### src/rtl/mem_access_ctrl.sv
// mem_access_ctrl: single-outstanding load/store unit between a pipeline and a word-wide RAM.
// A request is accepted in IDLE, the RAM is strobed in that same cycle, read data is captured
// RAM_LATENCY cycles later, and the aligned/extended result is held until consumed.
// Optional build macro: MEM_MISALIGN_TRAP_EN adds rsp_fault_o and suppresses misaligned
// H/W accesses instead of issuing them with truncated byte masks.

module mem_access_ctrl #(
  parameter int unsigned word_width  = 32, // only 32 is supported
  parameter int unsigned RAM_LATENCY = 1   // legal range 1..3
) (
  input  logic                  clk_i,
  input  logic                  reset_i,
  input  logic                  req_valid_i,
  output logic                  req_ready_o,
  input  logic                  req_we_i,
  input  logic [2:0]            req_funct3_i,
  input  logic [word_width-1:0] req_addr_i,
  input  logic [word_width-1:0] req_wdata_i,
  output logic                  ram_en_o,
  output logic [word_width-1:0] ram_addr_o,
  output logic [3:0]            ram_we_o,
  output logic [word_width-1:0] ram_wdata_o,
  input  logic [word_width-1:0] ram_rdata_i,
  output logic                  rsp_valid_o,
  input  logic                  rsp_ready_i,
  output logic [word_width-1:0] rsp_rdata_o
`ifdef MEM_MISALIGN_TRAP_EN
  ,
  output logic                  rsp_fault_o
`endif
);

  typedef enum logic [1:0] {
    StIdle,
    StWait,
    StResp
  } state_e;

  // Byte-lane mask for an access, before any misalignment handling. Lanes pushed past
  // bit 3 by the offset are dropped by the 4-bit result width.
  function automatic logic [3:0] byte_mask(input logic [2:0] funct3, input logic [1:0] off);
    logic [3:0] base;
    case (funct3)
      3'b000, 3'b100: base = 4'b0001;
      3'b001, 3'b101: base = 4'b0011;
      default:        base = 4'b1111; // W, and the illegal encodings behave as W
    endcase
    return base << off;
  endfunction

  // Mask the addressed lanes, right-align them and apply the size/sign extension.
  function automatic logic [31:0] load_result(input logic [2:0]  funct3,
                                              input logic [1:0]  off,
                                              input logic [31:0] rdata);
    logic [3:0]  mask;
    logic [31:0] bits;
    logic [31:0] v;
    mask = byte_mask(funct3, off);
    for (int i = 0; i < 4; i++) begin
      bits[8*i +: 8] = {8{mask[i]}};
    end
    v = (rdata & bits) >> {off, 3'b000};
    case (funct3)
      3'b000:  return {{24{v[7]}}, v[7:0]};
      3'b001:  return {{16{v[15]}}, v[15:0]};
      3'b100:  return {24'h0, v[7:0]};
      3'b101:  return {16'h0, v[15:0]};
      default: return v;
    endcase
  endfunction

`ifdef MEM_MISALIGN_TRAP_EN
  // Only signed H and word-class accesses are checked; byte accesses can never be misaligned.
  function automatic logic is_misaligned(input logic [2:0] funct3, input logic [1:0] off);
    logic is_word;
    is_word = !(funct3 inside {3'b000, 3'b001, 3'b100, 3'b101});
    return ((funct3 == 3'b001) && off[0]) || (is_word && (off != 2'b00));
  endfunction
`endif

  state_e      state_q;
  logic [1:0]  cnt_q;
  logic        we_q;
  logic [2:0]  funct3_q;
  logic [1:0]  off_q;
  logic        rsp_valid_q;
  logic [31:0] rsp_rdata_q;
`ifdef MEM_MISALIGN_TRAP_EN
  logic        mis_q;
  logic        rsp_fault_q;
`endif

  logic        accept;
  logic        req_mis;
  logic [31:0] load_data_d;

  assign accept = (state_q == StIdle) && req_valid_i && !reset_i;

`ifdef MEM_MISALIGN_TRAP_EN
  assign req_mis = is_misaligned(req_funct3_i, req_addr_i[1:0]);
`else
  assign req_mis = 1'b0;
`endif

  // RAM strobe and write lanes are driven straight from the request in the accept cycle.
  always_comb begin
    req_ready_o = (state_q == StIdle) && !reset_i;
    ram_en_o    = accept && !req_mis;
    ram_we_o    = 4'b0000;
    if (accept && req_we_i && !req_mis) begin
      ram_we_o = byte_mask(req_funct3_i, req_addr_i[1:0]);
    end
    ram_addr_o  = {req_addr_i[31:2], 2'b00};
    ram_wdata_o = req_wdata_i << {req_addr_i[1:0], 3'b000};
  end

  // Result to be captured at the end of WAIT; stores and trapped ops return zero.
  always_comb begin
    load_data_d = we_q ? 32'h0 : load_result(funct3_q, off_q, ram_rdata_i);
`ifdef MEM_MISALIGN_TRAP_EN
    if (mis_q) begin
      load_data_d = 32'h0;
    end
`endif
  end

  // Control FSM with registered response outputs.
  always_ff @(posedge clk_i) begin
    if (reset_i) begin
      state_q     <= StIdle;
      cnt_q       <= 2'd0;
      we_q        <= 1'b0;
      funct3_q    <= 3'b000;
      off_q       <= 2'b00;
      rsp_valid_q <= 1'b0;
      rsp_rdata_q <= 32'h0;
`ifdef MEM_MISALIGN_TRAP_EN
      mis_q       <= 1'b0;
      rsp_fault_q <= 1'b0;
`endif
    end else begin
      case (state_q)
        StIdle: begin
          if (req_valid_i) begin
            we_q     <= req_we_i;
            funct3_q <= req_funct3_i;
            off_q    <= req_addr_i[1:0];
            cnt_q    <= 2'(RAM_LATENCY);
            state_q  <= StWait;
`ifdef MEM_MISALIGN_TRAP_EN
            mis_q    <= req_mis;
`endif
          end
        end
        StWait: begin
          if (cnt_q == 2'd1) begin
            rsp_valid_q <= 1'b1;
            rsp_rdata_q <= load_data_d;
            cnt_q       <= 2'd0;
            state_q     <= StResp;
`ifdef MEM_MISALIGN_TRAP_EN
            rsp_fault_q <= mis_q;
`endif
          end else begin
            cnt_q <= cnt_q - 2'd1;
          end
        end
        StResp: begin
          if (rsp_ready_i) begin
            rsp_valid_q <= 1'b0;
            state_q     <= StIdle;
          end
        end
        default: state_q <= StIdle;
      endcase
    end
  end

  // Response outputs read as zero while reset is held, even before the registers clear.
  always_comb begin
    rsp_valid_o = rsp_valid_q && !reset_i;
    rsp_rdata_o = reset_i ? 32'h0 : rsp_rdata_q;
`ifdef MEM_MISALIGN_TRAP_EN
    rsp_fault_o = rsp_fault_q && !reset_i;
`endif
  end

endmodule

### config.mk
export PLATFORM = sky130hd
export DESIGN_NAME = mem_access_ctrl
export DESIGN_NICKNAME = d
export VERILOG_FILES = /design/src/rtl/mem_access_ctrl.sv
export SDC_FILE = /design/constraint.sdc
export NUM_CORES = 1
export LEC_CHECK = 0
export ABC_AREA = 1
export CAP_MARGIN = 20
export CORE_MARGIN = 2
export CORE_UTILIZATION = 41
export DETAILED_ROUTE_END_ITERATION = 6
export GPL_ROUTABILITY_DRIVEN = 0
export GPL_TIMING_DRIVEN = 0
export HOLD_SLACK_MARGIN = 0.06
export PLACE_DENSITY = 0.95
export SLEW_MARGIN = 20
export SYNTH_ARGS = -nofsm -noshare
export SYNTH_HDL_FRONTEND = slang
export SYNTH_SLANG_ARGS = --single-unit
### constraint.sdc
create_clock -name clk_i -period 3 [get_ports clk_i]
set_input_delay 0.6 -clock clk_i [delete_from_list [all_inputs] [get_ports clk_i]]
set_output_delay 0.6 -clock clk_i [all_outputs]
set_load 0.005 [all_outputs]
==> results.txt, run 1 <==
Peak ir drop on the vdd network: 217 uV
Path category of the worst min-delay check: reg2reg
Root Buffer Master: sky130_fd_sc_hd__clkbuf_8
Worst path max stage delay: 570 ps
Num Clock Sinks: 43
HPWL reported at the end of detailed placement: 10.2 mm
Global-route usage over all layers: 28.2%
Start point of the worst hold path: cnt_q[1]
Maximum buffer depth of the clock tree: 2
Type of the worst setup path: in2out
Destination of the worst register-to-register timing path: rsp_rdata_q[6]
Pin count of the biggest net entering global routing: 15
Start of the worst register-to-register path: cnt_q[0]
Die boundary height: 94.1 um
Switch share: 33.8%
Filler cell count in the final layout: 627
# diodes: 0
Number of enable flip-flop cells after synthesis: 0
Internal portion of total power: 1200 uW
Tightest Pin Transition: 622 ps
Cell area power density: 341 nW/um2
Starting density of the core: 42.7%
Portion of total power attributed to sequential cells: 34.3%
Number of max-capacitance violations reported: 0
Clock latency at the later pin of the worst-skew pair: 300 ps
Layout overhead on the synthesized area: 59.2%
Hold buffer count at cts: 0
Startpoint types: primary input
First DRT Iteration DRCs: 306
Initial antenna violation count: 0
Post-route ant nets: 0
Number of port buffers: 172
Pre-CTS setup slack: -96.8 ps
Remaining Overflow, GRT: 0
Synth warnings: 0
Count of cell types in the netlist: 35
Proportion of layout cells with a drive suffix above 1: 8.89%
Minimum clock period after layout: 2880 ps
Post-Syn Area per Cell: 5.81 um2
Period Utilization, post-route: 96.1%
Fin. Hold Viols: 0
WHS Endpoint: cnt_q[1]
Endpoint class of the critical path: output port
Area of all placed cells without fillers: 5300 um2
Number of synthesized register bits: 43
Most frequent cell on the critical path: sky130_fd_sc_hd__clkbuf_1
# H-tree levels: 2
Top achievable clock speed: 0.347 GHz
Placeable core region: 7810 um2
Die Outline Area: 8860 um2
Static leakage power: 0.00233 uW
Sequential-to-total area share from yosys stat: 25.8%
RSZ-0062 raised after global routing: false
WP data arrival: 2280 ps
Sum of routed wire length over all layers: 12.9 mm
Number of DRC violations after detailed routing: 0
Post-layout net count: 858
Post-DR vias/cell: 5.32
Number of detailed-route iterations in the first pass: 5
Clock power frac: 25.2%
Worst rel slew slack: 58.5%
TritonCTS clock tree: done
CP max stage cell: sky130_fd_sc_hd__clkdlybuf4s50_1
Number of instances on the worst hold path: 2
Final count of pins violating max slew: 0
Share of synthesized registers carrying an async set or reset: 0%
Storage element area: 861 um2
Critical Path Fanout Max: 10
Dominant register cell in the synthesized netlist: sky130_fd_sc_hd__dfxtp_1
Number of global-route vias before repair: 4402
Routed length per instance: 15.1 um
Combinational share of power: 40.5%
Synthesized instance count: 573
Synth Cell Area: 3330 um2
Buffers and inverters on the worst path: 3
R2R Setup Slk: 1240 ps
Non-filler instance count after layout: 856
Family with the most delay on the worst path: buffers and inverters
Area used by multi-input combinational logic: 1850 um2
Number of cell rows: 32
Worst path cell trace: clkbuf_1, clkbuf_1, nor2_1, o22ai_1, clkdlybuf4s50_1
Global-route wire length before repair: 20.0 mm
Setup slack after layout: 117 ps
Worst clock skew: 5.23 ps
Register-to-Register Path Depth: 8
Routed vias: 4554
Area after DPL: 5180 um2
Switching power: 610 uW
Status: finished clean
Count of endpoints failing setup in the final report: 0
Fin Setup TNS: 0 ps
Count of pins on the block boundary: 207
Clock buffer count from CTS: 5
Clock-pin slew of the registers on the worst-case setup and hold paths: 80 ps
Placed insts: 848
Required time at the worst-slack endpoint: 2400 ps
Chip width: 94.1 um
==> cell usage after synthesis (2+ instances only) <==
master | number | area (um2)
sky130_fd_sc_hd__nand2_4 | 2 | 22.5
sky130_fd_sc_hd__dfxtp_1 | 43 | 861
sky130_fd_sc_hd__nand3_2 | 2 | 20.0
sky130_fd_sc_hd__a21oi_1 | 33 | 165
sky130_fd_sc_hd__buf_4 | 34 | 255
sky130_fd_sc_hd__buf_6 | 2 | 22.5
sky130_fd_sc_hd__inv_1 | 61 | 229
sky130_fd_sc_hd__nand2_1 | 144 | 541
sky130_fd_sc_hd__buf_1 | 4 | 15.0
sky130_fd_sc_hd__o21ai_0 | 33 | 165
sky130_fd_sc_hd__clkinv_1 | 2 | 7.51
sky130_fd_sc_hd__o22ai_1 | 7 | 43.8
sky130_fd_sc_hd__o21ai_1 | 2 | 10.0
sky130_fd_sc_hd__nor3_1 | 2 | 10.0
sky130_fd_sc_hd__o221ai_1 | 7 | 61.3
sky130_fd_sc_hd__nand4_1 | 3 | 18.8
sky130_fd_sc_hd__clkbuf_1 | 19 | 71.3
sky130_fd_sc_hd__nand3_4 | 2 | 35.0
sky130_fd_sc_hd__nor2_1 | 111 | 417
sky130_fd_sc_hd__nand3_1 | 33 | 165
sky130_fd_sc_hd__inv_2 | 6 | 22.5
sky130_fd_sc_hd__a22oi_1 | 8 | 60.1
==> per-layer routing <==
metal	global-route usage, %	share of wire, %	up-vias
li1	-	-	2154
met1	29.3	34	2029
met2	53.8	52	317
met3	6.02	10	54
met4	12.3	3.9	0
met5	0	0	-
==> power groups by stage <==
stage | Combinational, uW | Clock (uW) | Sequential, uW
after detailed placement | 708 | 0 | 633
after CTS | 715 | 461 | 620
final | 731 | 456 | 621
after global routing | 793 | 487 | 623
after global placement | 690 | 0 | 630
after floorplan | 382 | 0 | 628
==> cells in the final DEF, fill, tap and decap left out, types with 2 or more instances in the layout <==
cell	Yosys	routed
sky130_fd_sc_hd__nor2_1	111	111
sky130_fd_sc_hd__nand2_4	2	2
sky130_fd_sc_hd__a22oi_1	8	8
sky130_fd_sc_hd__clkbuf_8	0	5
sky130_fd_sc_hd__nor3_1	2	2
sky130_fd_sc_hd__o221ai_1	7	7
sky130_fd_sc_hd__dfxtp_1	43	43
sky130_fd_sc_hd__clkbuf_2	0	3
sky130_fd_sc_hd__inv_1	61	61
sky130_fd_sc_hd__nand3_4	2	2
sky130_fd_sc_hd__clkbuf_1	19	16
sky130_fd_sc_hd__buf_4	34	34
sky130_fd_sc_hd__nand4_1	3	3
sky130_fd_sc_hd__nand3_2	2	2
sky130_fd_sc_hd__buf_1	4	3
sky130_fd_sc_hd__inv_2	6	7
sky130_fd_sc_hd__buf_2	1	2
sky130_fd_sc_hd__a21oi_1	33	33
sky130_fd_sc_hd__clkdlybuf4s50_1	0	172
sky130_fd_sc_hd__buf_6	2	2
sky130_fd_sc_hd__nand2_1	144	144
sky130_fd_sc_hd__conb_1	1	2
sky130_fd_sc_hd__o21ai_1	2	2
sky130_fd_sc_hd__o22ai_1	7	7
sky130_fd_sc_hd__nand3_1	33	33
sky130_fd_sc_hd__o21ai_0	33	33
==> worst min-delay path: stages (launching register included) <==
cell,delay [ps]
sky130_fd_sc_hd__dfxtp_1,320
sky130_fd_sc_hd__nand2_1,70
sky130_fd_sc_hd__a21oi_1,60
==> registers in the layout (all words and copies together), names as in the netlist <==
signal / cells
off_q: 2
funct3_q: 3
state_q: 2
we_q: 1
rsp_valid_q: 1
rsp_rdata_q: 32
cnt_q: 2
==> per-stage QoR <==
stage | utilization (%) | hold WS [ps] | power (uW)
global placement | 66.4 | 448 | 1320
detailed placement | 66.4 | 490 | 1340
global route | 67.9 | 520 | 1900
CTS | 67.9 | 502 | 1800
floorplan | - | 439 | 1010
finish | 67.9 | 499 | 1810
==> timing repair <==
action,4_1_cts,5_1_grt
cloned,0,0
buffers inserted,0,0
setup endpoints to repair,19,15
gates resized for setup,2,6
==> layout make-up <==
cell class / count / area share, %
Buffer: 60 / 7.06
Tap cell: 102 / 2.41
Timing Repair Buffer: 172 / 32.5
Sequential cell: 43 / 16.2
Multi-Input combinational cell: 402 / 34.8
Clock inverter: 3 / 0.826
Inverter: 69 / 4.89
Clock buffer: 5 / 1.30
==> worst max path at each step <==
stage                             start              end  cells after the start
final                     req_addr_i[0]  ram_wdata_o[20]                      5
after global routing      req_addr_i[0]   ram_wdata_o[2]                      6
after CTS                 req_addr_i[0]      ram_we_o[0]                      6
after detailed placement  req_addr_i[1]  ram_wdata_o[24]                      5
after global placement    req_addr_i[1]  ram_wdata_o[24]                      5
after floorplan           req_addr_i[0]      ram_we_o[0]                      5
==> kinds of logic (layout without fill, tap and decap cells) <==
family,after synthesis,in the layout,share of synthesized area (%)
simple gates,302,302,37.8
buf+inv,129,309,18.9
compound gates,97,97,17.0
flops,43,43,25.8
fa+ha+maj,1,1,0.376
other cells,1,2,0.113
No activity file was read; power rests on OpenSTA's default activity.
==> run 2: changes to the inputs <==
--- a/config.mk
+++ b/config.mk
@@ -8,12 +8,11 @@
 export ABC_AREA = 1
 export CAP_MARGIN = 20
 export CORE_MARGIN = 2
-export CORE_UTILIZATION = 41
+export CORE_UTILIZATION = 34
 export DETAILED_ROUTE_END_ITERATION = 6
 export GPL_ROUTABILITY_DRIVEN = 0
-export GPL_TIMING_DRIVEN = 0
 export HOLD_SLACK_MARGIN = 0.06
-export PLACE_DENSITY = 0.95
+export PLACE_DENSITY = 0.88
 export SLEW_MARGIN = 20
 export SYNTH_ARGS = -nofsm -noshare
 export SYNTH_HDL_FRONTEND = slang
==> constraint.sdc (replaced) <==
create_clock -name clk_i -period 2.5 [get_ports clk_i]
set_input_delay 0.5 -clock clk_i [delete_from_list [all_inputs] [get_ports clk_i]]
set_output_delay 0.5 -clock clk_i [all_outputs]
set_load 0.005 [all_outputs]
==> run 2 against run 1 <==
Sequential share of layout area increased by 1.2 points; largest power group unchanged; largest cell class is now multi-input gates; sequential power increased by 21%; critical path depth increased by 1.
==> results.txt, run 2 (same netlist as run 1, synthesis figures left out) <==
Hold slack final: 464 ps (was 499 ps)
Startpoint types: primary input (unchanged)
Register with the most flip-flops: rsp_rdata_q (unchanged)
RSZ-0062 raised after global routing: true (was false)
Maximum buffer depth of the clock tree: 2 (unchanged)
Die Outline Area: 10600 um2 (was 8860 um2)
Global-route wire length before repair: 17.0 mm (was 20.0 mm)
Type of the worst setup path: in2out (unchanged)
Fin Setup TNS: 0 ps (unchanged)
HPWL reported at the end of detailed placement: 8.36 mm (was 10.2 mm)
Initial antenna violation count: 0 (unchanged)
Registers with the most flip-flops: rsp_rdata_q (32), funct3_q (3) (unchanged)
Proportion of layout cells with a drive suffix above 1: 9.47% (was 8.89%)
Number of global-route vias before repair: 3788 (was 4402)
Placed insts: 822 (was 848)
Post-DR vias/cell: 4.86 (was 5.32)
Start of the worst register-to-register path: funct3_q[1] (was cnt_q[0])
Routed length per instance: 13.0 um (was 15.1 um)
Flip-flop count of the largest register after layout: 32 (unchanged)
Fin. Hold Viols: 0 (unchanged)
Required time at the worst-slack endpoint: 2000 ps (was 2400 ps)
Pre-CTS setup slack: -261 ps (was -96.8 ps)
Count of endpoints failing setup in the final report: 0 (unchanged)
Clock buffer count from CTS: 5 (unchanged)
Starting density of the core: 34.6% (was 42.7%)
Status: finished clean (unchanged)
Number of detailed-route iterations in the first pass: 4 (was 5)
Pin count of the biggest net entering global routing: 41 (was 15)
Filler cell count in the final layout: 955 (was 627)
First DRT Iteration DRCs: 216 (was 306)
Setup slack after layout: 44.9 ps (was 117 ps)
Die boundary height: 103 um (was 94.1 um)
Clock latency at the later pin of the worst-skew pair: 310 ps (was 300 ps)
Final core utilization: 51.1% (was 67.9%)
Period Utilization, post-route: 98.2%
Number of cell rows: 36 (was 32)
Root Buffer Master: sky130_fd_sc_hd__clkbuf_8 (unchanged)
Worst clock skew: 8.27 ps (was 5.23 ps)
Area used by multi-input combinational logic: 1880 um2 (was 1850 um2)
WP data arrival: 1960 ps (was 2280 ps)
Non-filler instance count after layout: 830 (was 856)
# H-tree levels: 2 (unchanged)
Top achievable clock speed: 0.407 GHz
Clock-pin slew of the registers on the worst-case setup and hold paths: 80 ps (about the same)
Minimum clock period after layout: 2460 ps
Register-to-Register Path Depth: 8 (unchanged)
Peak ir drop on the vdd network: 189 uV (was 217 uV)
Count of pins on the block boundary: 207 (unchanged)
Number of instances on the worst hold path: 2 (unchanged)
Static leakage power: 0.00214 uW (was 0.00233 uW)
Storage element area: 861 um2 (unchanged)
Commonest non-fill, non-tap cell in the layout: sky130_fd_sc_hd__nand2_1 (was sky130_fd_sc_hd__clkdlybuf4s50_1)
Post-layout net count: 801 (was 858)
Placeable core region: 9640 um2 (was 7810 um2)
Global-route usage over all layers: 20.0% (was 28.2%)
Cell area power density: 400 nW/um2 (was 341 nW/um2)
Number of DRC violations after detailed routing: 0 (unchanged)
Layout overhead on the synthesized area: 47.8% (was 59.2%)
R2R Setup Slk: 570 ps (was 1240 ps)
Number of port buffers: 144 (was 172)
Worst rel slew slack: 62.4% (was 58.5%)
Leading cell types in the layout, fill and taps excluded: 144 x sky130_fd_sc_hd__nand2_1, 139 x sky130_fd_sc_hd__clkdlybuf4s50_1, 102 x sky130_fd_sc_hd__nor2_1 (was 172 x sky130_fd_sc_hd__clkdlybuf4s50_1, 144 x sky130_fd_sc_hd__nand2_1, 111 x sky130_fd_sc_hd__nor2_1)
Critical Path Fanout Max: 2 (was 10)
TritonCTS clock tree: done (unchanged)
Sum of routed wire length over all layers: 10.8 mm (was 12.9 mm)
Final count of pins violating max slew: 0 (unchanged)
Endpoint class of the critical path: output port (unchanged)
Remaining Overflow, GRT: 0 (unchanged)
Start point of the worst hold path: cnt_q[1] (unchanged)
Path category of the worst min-delay check: reg2reg (unchanged)
Hold buffer count at cts: 0 (unchanged)
Number of max-capacitance violations reported: 0 (unchanged)
Num Clock Sinks: 43 (unchanged)
WHS Endpoint: cnt_q[1] (unchanged)
# diodes: 0 (unchanged)
Destination of the worst register-to-register timing path: rsp_rdata_q[24] (was rsp_rdata_q[6])
Post-CTS setup buffer count: 0 (unchanged)
Chip width: 103 um (was 94.1 um)
Tightest Pin Transition: 563 ps (was 622 ps)
Post-route ant nets: 0 (unchanged)
Routed vias: 4031 (was 4554)
==> run 2: cell count changes in the layout (fill, tap and decap cells not counted), sizes merged <==
cell,change
clkinvlp,+1
clkdlybuf4s50,-33
buf,-10
bufinv,-1
inv,-1
clkbuf,-17
dlygate4sd2,+4
==> run 2: area by class of cell <==
type,count,area share (%)
flip-flops and latches,43,17.5
clock inverters,2,0.254
well taps,133,3.38
clock buffers,6,1.47
inverters,69,5.26
repair buffers,175,34.0
multi-input cells,402,38.2
==> run 2: timing repair <==
item                       CTS  global route
gates resized for setup      8            14
pin swaps                    1             1
setup endpoints to repair   37            14
==> run 2: through the flow <==
step	power (uW)	cell area, um2
detailed placement	1520	4810
global placement	1510	4810
finish	1970	4920
global route	2090	4920
CTS	1970	4890
floorplan	1210	3330
==> run 2: worst max-delay path by stage <==
stage	start	end	slack [ps]
final	req_valid_i	ram_we_o[1]	40
after global routing	req_valid_i	ram_we_o[1]	-70
after CTS	req_addr_i[0]	ram_wdata_o[24]	20
after detailed placement	req_addr_i[0]	ram_we_o[3]	-260
after global placement	req_valid_i	ram_we_o[3]	-270
after floorplan	req_addr_i[0]	ram_we_o[0]	580
==> run 2: worst max-delay path, stage by stage <==
cell and delay (ps):
sky130_fd_sc_hd__clkdlybuf4s50_1 470, sky130_fd_sc_hd__nand2_1 100, sky130_fd_sc_hd__nor2_4 130, sky130_fd_sc_hd__o311ai_2 120
sky130_fd_sc_hd__nor2_1 120, sky130_fd_sc_hd__clkdlybuf4s50_1 510
==> run 2: where the power goes <==
part | switching [uW] | leakage (uW) | internal (uW)
logic | 404 | 0.00175 | 357
registers | 31.8 | 0.000349 | 722
clock network | 256 | 0.0000412 | 196
==> run 2: per-layer routing <==
metal  global-route usage, %  part of all wire [%]  vias up
met3                    5.29                   8.3       38
met1                    21.9                    39     1776
met4                    9.82                   3.5        0
li1                        -                     -     2034
met5                       0                     0        -
met2                    35.7                    49      183
